===== config.mk =====
export PLATFORM = sky130hd
export DESIGN_NAME = fifo_stream_adapter
export DESIGN_NICKNAME = d
export VERILOG_FILES = /design/src/rtl/fifo_stream_adapter.sv
export SDC_FILE = /design/constraint.sdc
export NUM_CORES = 1
export LEC_CHECK = 0
export BUFFER_PORTS_ARGS = -buffer_cell sky130_fd_sc_hd__buf_4
export CAP_MARGIN = 20
export CORE_ASPECT_RATIO = 0.75
export CORE_MARGIN = 2
export CORE_UTILIZATION = 30
export DETAILED_ROUTE_END_ITERATION = 8
export GPL_TIMING_DRIVEN = 1
export HOLD_SLACK_MARGIN = 0.03
export PLACE_DENSITY_LB_ADDON = 0.05
export SLEW_MARGIN = 20
export SYNTH_ARGS = -nofsm -noshare
export SYNTH_HDL_FRONTEND = slang
export SYNTH_SLANG_ARGS = --single-unit

===== constraint.sdc =====
create_clock -name clk -period 6.3 [get_ports clk]
set_input_delay 0.945 -clock clk [delete_from_list [all_inputs] [get_ports clk]]
set_output_delay 0.945 -clock clk [all_outputs]
set_load 0.03 [all_outputs]

===== src/rtl/fifo_stream_adapter.sv =====
// -----------------------------------------------------------------------------
// fifo_stream_adapter
//
// Turns the read port of a standard (non first-word-fall-through) FIFO, whose
// data appears one clock after the read strobe, into a valid/ready stream.
// A two-entry skid buffer absorbs the read latency so the stream can run at
// one word per clock once primed.
//
// Ports
//   clk         single clock for all logic
//   rst         synchronous, active-high reset
//   fifo_dout   FIFO read data, valid the cycle after fifo_rd_en
//   fifo_empty  FIFO empty flag
//   fifo_rd_en  FIFO read strobe
//   flush       discard buffered and in-flight words
//   m_data      stream data (oldest held word)
//   m_valid     stream data valid
//   m_ready     downstream accept
//   level       words currently held (0..2)
//   xfer_count  completed-handshake counter
//
// Optional feature
//   FIFO_STREAM_XFER_CNT_EN  when defined, xfer_count counts pops (wrapping
//                            16 bits); otherwise it is tied to zero.
// -----------------------------------------------------------------------------
module fifo_stream_adapter #(
  parameter int WIDTH = 9
) (
  input  logic             clk,
  input  logic             rst,
  input  logic [WIDTH-1:0] fifo_dout,
  input  logic             fifo_empty,
  output logic             fifo_rd_en,
  input  logic             flush,
  output logic [WIDTH-1:0] m_data,
  output logic             m_valid,
  input  logic             m_ready,
  output logic [1:0]       level,
  output logic [15:0]      xfer_count
);

  // Encoding doubles as the fill level.
  typedef enum logic [1:0] {
    ST_EMPTY = 2'd0,
    ST_ONE   = 2'd1,
    ST_TWO   = 2'd2
  } state_e;

  state_e           state_q, state_d;
  logic             inflight_q, inflight_d;
  logic [WIDTH-1:0] head_q, head_d;   // oldest word, drives m_data
  logic [WIDTH-1:0] tail_q, tail_d;   // second word, valid only in ST_TWO
  logic             pop;
  logic             capture;
  logic             capture_to_tail;
  logic [2:0]       occupancy;

  // Output and handshake decode. Outputs are masked while rst is high so the
  // stream looks empty even before the first reset edge has landed.
  always_comb begin
    m_valid   = !rst && (state_q != ST_EMPTY);
    level     = rst ? 2'd0 : logic'(1'b0) ? 2'd0 : state_q;
    m_data    = head_q;
    pop       = m_valid && m_ready;
    // A returning word is dropped when flush coincides with its arrival.
    capture   = inflight_q && !flush;
    // Words held plus the one on its way, minus the one leaving now: a new
    // read is only safe if that leaves room for its data next cycle.
    occupancy = {1'b0, level} + {2'b00, inflight_q} - {2'b00, pop};
    fifo_rd_en = !fifo_empty && !flush && !rst && (occupancy < 3'd2);
  end

  // Next-state and buffer update.
  always_comb begin
    // NOTE: every variable gets a default first so no path leaves it unassigned (no latch).
    state_d    = state_q;
    inflight_d = fifo_rd_en;
    head_d     = head_q;
    tail_d     = tail_q;

    // Captured word lands behind whatever survives this edge's pop.
    capture_to_tail = (state_q == ST_TWO) || ((state_q == ST_ONE) && !pop);

    if (pop) begin
      head_d = tail_q;
    end
    if (capture) begin
      if (capture_to_tail) tail_d = fifo_dout;
      else                 head_d = fifo_dout;
    end

    if (flush) begin
      state_d = ST_EMPTY;
    end else begin
      unique case ({capture, pop})
        2'b10:   state_d = (state_q == ST_EMPTY) ? ST_ONE : ST_TWO;
        2'b01:   state_d = (state_q == ST_TWO)   ? ST_ONE : ST_EMPTY;
        default: state_d = state_q;
      endcase
    end
  end

  // NOTE: sequential state uses non-blocking assignments so all flops update together.
  always_ff @(posedge clk) begin
    if (rst) begin
      state_q    <= ST_EMPTY;
      inflight_q <= 1'b0;
      head_q     <= '0;
    end else begin
      state_q    <= state_d;
      inflight_q <= inflight_d;
      head_q     <= head_d;
    end
  end

  // NOTE: tail is pure data storage qualified by state, so it carries no reset.
  always_ff @(posedge clk) begin
    tail_q <= tail_d;
  end

`ifdef FIFO_STREAM_XFER_CNT_EN
  logic [15:0] xfer_cnt_q, xfer_cnt_d;

  // Flush does not clear the counter; a pop during flush still counts.
  always_comb begin
    xfer_cnt_d = pop ? (xfer_cnt_q + 16'd1) : xfer_cnt_q;
  end

  always_ff @(posedge clk) begin
    if (rst) xfer_cnt_q <= 16'h0000;
    else     xfer_cnt_q <= xfer_cnt_d;
  end

  assign xfer_count = xfer_cnt_q;
`else
  assign xfer_count = 16'h0000;
`endif

endmodule


==> impl_metrics.tcl, run 1 <==
set metrics [dict create \
    clk_pin_slew_ps 70 \
    clock_power_share_pct 31.8 \
    route.vias.total 917 \
    status "finished, final reports clean" \
    path_class "input pin to output pin" \
    setup_violations 0 \
    r2r_cells 6 \
    powerDensity_nw_per_um2 204.6 \
    power_frac_seq_pct 53.1 \
    hold_violations 0 \
    routedWlPerCell_um 14.17 \
    path_depth 8 \
    yosys_warnings 0 \
    num_rows 19 \
    use_met2_pct 19.77 \
    p_leak_nw 0.4951 \
    antenna_found_initial 0 \
    cts_made_buffers 3 \
    cts.sinks 21 \
    period_share_pct 66.37 \
    core_area_sq_um 3685 \
    p_int_uw 201.1 \
    fin_crit_ps 4182 \
    final_util_pct 36.40 \
    worstHoldPathCells 2 \
    rsz0062_at_grt "false" \
    cp_data_required_time_ps 5350 \
    hold_slack_ps 510.3 \
    final_antenna_net_count 0 \
    slowest_stage "fa_1" \
    ys_async_sr_fraction_pct 0 \
    fp.dieW_um 75.95 \
    worst_pin_slew_ps 805.0 \
    layout.nets 150 \
    maxCapViolations 0 \
    synth_flop_cell "dfxtp_1" \
    reg2reg_setup_slack_ps 4160 \
    synth_cells 115 \
    fp.dieH_um 57.97 \
    drt_first_pass_iters 4 \
    met3_usage_pct 3.583 \
    dieArea_sq_um 4402 \
    worst_setup_path_start_kind "input pin" \
    grtUsageMet1_pct 16.93 \
    cp_top_family "simple AND/OR/NAND/NOR gates" \
    crit_buf_inv 2 \
    worst_skew_pair.late_latency_ps 260 \
    path_max_fanout 22 \
    io_pins 43 \
    p_comb_share_pct 15.1 \
    clock_tree.root_cell "clkbuf_8" \
    clockBufferDepth 2 \
    drt-vias-per-instance 4.957 \
    cts_tree "built" \
    dp_hpwl_um 1828 \
    area_growth_pct 15.15 \
    drtIter0Drc 83 \
    setup-tns-final_ps 0 \
    finClkSkew_ps 4.615 \
    path_cells "buf_4, nand2b_1, nor3_1, o21ai_0, fa_1, nand2b_1, nor4_1, buf_4" \
    report.final.slew_viol_count 0 \
    overflow 0 \
    htreeDepth 1 \
    gp_congestion 0.7091 \
    ctsHoldBuffers 0 \
    synth_seq_cells 21 \
    n_antenna_cell 0 \
    dp_slack_ps 2121 \
    post_cts_buffers 0 \
    portBuffers 26 \
    slew_headroom_pct 46.14 \
    final-instance-count-excl-fill 185 \
    routed_wl_um 2621 \
    end_kind "output pin" \
    arrival_ps 3240 \
    multi_input_area_sq_um 521.8 \
    grt_pass1_vias 857 \
    seq_area_sq_um 510.5 \
    grt_start_max_net_pins 23 \
    yosysSeqAreaShare_pct 43.82 \
    ir_worst_vdd_uv 127.4 \
    holdCritPathClass "flop to flop" \
    gr-max-usage-layer "met2" \
    drive_above_1_share_pct 24.81 \
    fmax_mhz 239.1 \
    synthesis.area_sq_um 1165 \
    layout_setup_ws_ps 2118 \
    drc 0 \
    cts.repair.resized 0 \
    dp_cells 181 \
    switching_share_pct 26.75 \
    p_sw_uw 73.41 \
    nFillCells 388 \
    ys_types 28 \
    track_usage_pct 12.21 \
    initial_core_util_pct 31.61 \
    avgSynthCellArea_sq_um 10.13 \
    slowest_delay_ps 500 \
    grt_pass1_wl_um 4291 \
    synth_edf_count 9 \
]
==> cells by family after synthesis <==
group	Yosys count	synth area share, %
AO/OA/AOI/OAI	34	21.48
XOR/XNOR	2	1.504
adder cells (fa/ha/maj)	2	2.793
buffers and inverters	28	16.22
flip-flops	21	43.82
other	1	0.3219
AND/OR/NAND/NOR	27	13.86
==> worst reg2reg max path: cells and delay by family (launching register included) <==
family | cells | cell delay, ps
compound gates | 1 | 170
fa+ha+maj | 1 | 500
flops | 1 | 530
simple gates | 4 | 840
==> through the flow <==
step	cell area, sq um	power, mW
after global placement	1296	0.1899
after CTS	1341	0.2773
after floorplan	1221	0.1842
final	1341	0.2745
after global routing	1341	0.2883
after detailed placement	1296	0.1903
==> cell type report <==
type / count / share of cell area, %
inverter: 1 / 0.2798
multi-input combinational: 81 / 38.90
tap: 52 / 4.851
clock buffer: 4 / 3.358
timing repair buffer: 26 / 14.55
sequential: 21 / 38.06
==> routing by layer <==
metal / part of all wire, % / up-vias
met3: 6.6 / 2
met1: 49 / 441
met4: 0.38 / 0
met5: 0 / -
met2: 44 / 34
li1: - / 440
==> state kept, by name, indices dropped and copies added (netlist names) <==
register / flops
m_data: 9
tail_q: 9
state_q: 2
inflight_q: 1
==> cell usage after synthesis (2+ instances only) <==
library cell / instances / area (sq um)
nor2b_1: 3 / 18.77
buf_2: 4 / 20.02
nor2b_4: 2 / 27.53
or2_2: 2 / 12.51
nor2_1: 3 / 11.26
nand3_1: 9 / 45.04
clkbuf_1: 4 / 15.01
edfxtp_1: 9 / 270.3
a21oi_1: 2 / 10.01
buf_4: 17 / 127.6
nor4_1: 2 / 12.51
o21ai_0: 10 / 50.05
dfxtp_1: 12 / 240.2
a311oi_1: 9 / 78.83
nand2b_1: 3 / 18.77
buf_6: 2 / 22.52
xor2_1: 2 / 17.52
a2111oi_0: 10 / 87.58
==> final timing paths <==
| kind | from | end |
|---|---|---|
| worst min register to register | m_data[3] | m_data[3] |
| worst max-delay path | rst | fifo_rd_en |
| worst min-delay path | m_data[3] | m_data[3] |
| worst max register to register | state_q[1] | inflight_q |
==> power groups by stage <==
stage | clock, mW | sequential, mW | combinational (mW)
after floorplan | 0 | 0.153 | 0.0314
after global placement | 0 | 0.149 | 0.0409
after detailed placement | 0 | 0.149 | 0.0414
after CTS | 0.0901 | 0.146 | 0.0414
after global routing | 0.0981 | 0.146 | 0.0440
final | 0.0872 | 0.146 | 0.0415
==> cells in the final DEF (no fill, tap or decap), drive strengths merged <==
| cell type | instances |
|---|---|
| a21oi | 2 |
| conb | 16 |
| clkbuf | 4 |
| nor4 | 2 |
| a2111oi | 10 |
| dfxtp | 12 |
| a311oi | 9 |
| a211oi | 1 |
| nand3 | 9 |
| nor2 | 3 |
| edfxtp | 9 |
| or3 | 1 |
| buf | 26 |
| fa | 1 |
| nand2 | 1 |
| inv | 1 |
| a211o | 1 |
| nor2b | 5 |
| nand2b | 3 |
| ha | 1 |
| a21boi | 1 |
| o21ai | 10 |
| nor3 | 1 |
| or2 | 2 |
| xor2 | 2 |
(Power assumes the default switching activity.)
==> inputs of run 2 (changes only) <==
ABC_AREA = 1   (was unset)
clock period = 3.7 ns   (was 6.3 ns; I/O delays follow)
==> run 2 against run 1 <==
Compared with the run above: critical path depth grew 4; critical path type is now flop to output pin; first-iteration DRC count shrank 30%; global-route usage shrank 1.1 points; sequential cell count is the same; critical endpoint unchanged; highest routed layer unchanged.
==> impl_metrics.tcl, run 2 <==
set metrics [dict create \
    status "finished, final reports clean" \
    setup-tns-final_ps 0 \
    hold_slack_ps 458.3 \
    worstHoldPathCells 2 \
    rsz0062_at_grt "false" \
    gp_congestion 0.7448 \
    clk_pin_slew_ps 80 \
    track_usage_pct 11.11 \
    worst_pin_slew_ps 996.8 \
    grt_pass1_wl_um 3836 \
    worst_skew_pair.late_latency_ps 260 \
    reg2reg_setup_slack_ps 1630 \
    slowest_delay_ps 490 \
    dp_hpwl_um 1757 \
    final_cell_mix "nand2_1, buf_4, nor2_1, inv_1, conb_1" \
    postPlaceCellArea_sq_um 1354 \
    fmax_mhz 334.0 \
    fp.dieW_um 76.95 \
    worst_setup_path_start_kind "flop" \
    grt_pass1_vias 801 \
    slew_headroom_pct 33.55 \
    ctsHoldBuffers 0 \
    holdCritPathClass "flop to flop" \
    antenna_found_initial 0 \
    route.vias.total 932 \
    routedWlPerCell_um 10.46 \
    ir_worst_vdd_uv 165.5 \
    maxCapViolations 0 \
    final_util_pct 37.48 \
    dieArea_sq_um 4518 \
    synthesis.area_sq_um 1197 \
    synth_area_leaders "edfxtp_1, dfxtp_1, nand2_1, buf_4, nor2_1" \
    slowest_stage "fa_1" \
    path_class "flop to output pin" \
    synth_edf_count 9 \
    hold_violations 0 \
    routed_wl_um 2396 \
    cts_made_buffers 3 \
    hold_end "state_q[0]" \
    synth_flop_cell "dfxtp_1" \
    worstHoldStart "state_q[0]" \
    ys_types 22 \
    cts_tree "built" \
    yosys_warnings 0 \
    overflow 0 \
    drt_first_pass_iters 4 \
    final_antenna_net_count 0 \
    layout.nets 194 \
    avgSynthCellArea_sq_um 7.826 \
    worstReg2RegEnd "inflight_q" \
    io_pins 43 \
    drtIter0Drc 58 \
    fp.dieH_um 58.72 \
    post_cts_buffers 0 \
    clock_tree.root_cell "clkbuf_8" \
    ys_async_sr_fraction_pct 0 \
    synth_largest_area_cell "edfxtp_1" \
    crit_top_cell "inv_1" \
    r2r-start "state_q[0]" \
    yosysMostFrequentCell "nand2_1" \
    drive_above_1_share_pct 20.34 \
    finClkSkew_ps 5.893 \
    num_rows 19 \
    fin_crit_ps 2994 \
    synth_seq_cells 21 \
    period_share_pct 80.92 \
    cp_data_required_time_ps 3140 \
    setup_violations 0 \
    path_cells "inv_1, nand2_4, nand3_4, inv_1, nand2_1, nand3_1, fa_1, inv_1, nor3_1, o21ai_0, a21oi_1, buf_4" \
    drc 0 \
    synth_top_area_share_pct 22.57 \
    cts.repair.resized 0 \
    drt-vias-per-instance 4.070 \
    synth_commonest_cells "nand2_1, nor2_1, buf_4, inv_1, dfxtp_1" \
    cts.sinks 21 \
    portBuffers 26 \
    htreeDepth 1 \
    grt_start_max_net_pins 20 \
    synth_cells 153 \
    report.final.slew_viol_count 0 \
    end_kind "output pin" \
    powerDensity_nw_per_um2 343.8 \
    p_leak_nw 0.6887 \
    clockBufferDepth 2 \
    r2r_cells 11 \
    arrival_ps 2440 \
    path_max_fanout 13 \
    area_growth_pct 16.82 \
    n_antenna_cell 0 \
    core_area_sq_um 3732 \
    yosysSeqAreaShare_pct 42.63 \
    layout_commonest_cell "nand2_1" \
    initial_core_util_pct 32.08 \
    stdcell_area_sq_um 1399 \
]
## run 2: cell count changes after synthesis, sizes merged, moves of 5 or more
cell	before	now
nand4	0	9
nand2	1	44
nor2	3	24
o21ai	10	1
inv	1	19
nand3	9	3
a311oi	9	0
a2111oi	10	0
nor2b	5	0
## run 2: cell families after synthesis
logic type | synth area share [%]
adder cells (fa/ha/maj) | 2.717
AND/OR/NAND/NOR | 31.24
buffers and inverters | 19.54
flip-flops | 42.63
other | 0.3132
AO/OA/AOI/OAI | 3.553
## run 2: worst max path at each step
| stage | cells after the start | to | start |
|---|---|---|---|
| floorplan | 7 | fifo_rd_en | rst |
| global placement | 11 | fifo_rd_en | rst |
| detailed placement | 11 | fifo_rd_en | rst |
| CTS | 12 | fifo_rd_en | state_q[0] |
| global route | 12 | fifo_rd_en | state_q[0] |
| finish | 12 | fifo_rd_en | state_q[0] |
## run 2: area by class of cell
type	instances	area (sq um)
fill	407	2333
tap	52	65.06
multi-input combinational	107	509.2
inverter	19	73.82
timing repair buffer	26	195.2
clock buffer	4	45.04
sequential	21	510.5
## run 2: report_power, final
part	switching (mW)	internal (mW)	total, mW
clock	0.0732	0.0767	0.150
sequential	0.00317	0.246	0.250
combinational	0.0577	0.0237	0.0815
## run 2: critical path, delay by kind of cell (launching register included)
kind                     cells  cell delay, ps
flip-flops                   1             310
AND/OR/NAND/NOR              5             620
adder cells (fa/ha/maj)      1             490
AO/OA/AOI/OAI                2             270
buffers and inverters        4             480
## run 2: layer usage
layer	global-route usage, %	up-vias	share of wire [%]
met5	0	-	0
met4	3.117	0	0.83
met3	4.294	4	6.3
met2	16.67	28	41
met1	15.04	404	52
li1	-	496	-
## run 2: per-stage QoR
stage / setup slack [ps] / std cells / power, mW
floorplan: 694.0 / 168 / 0.3254
global placement: 821.6 / 225 / 0.3354
detailed placement: 732.4 / 225 / 0.3365
CTS: 668.2 / 229 / 0.4896
global route: 458.8 / 229 / 0.5074
finish: 705.8 / 229 / 0.4809
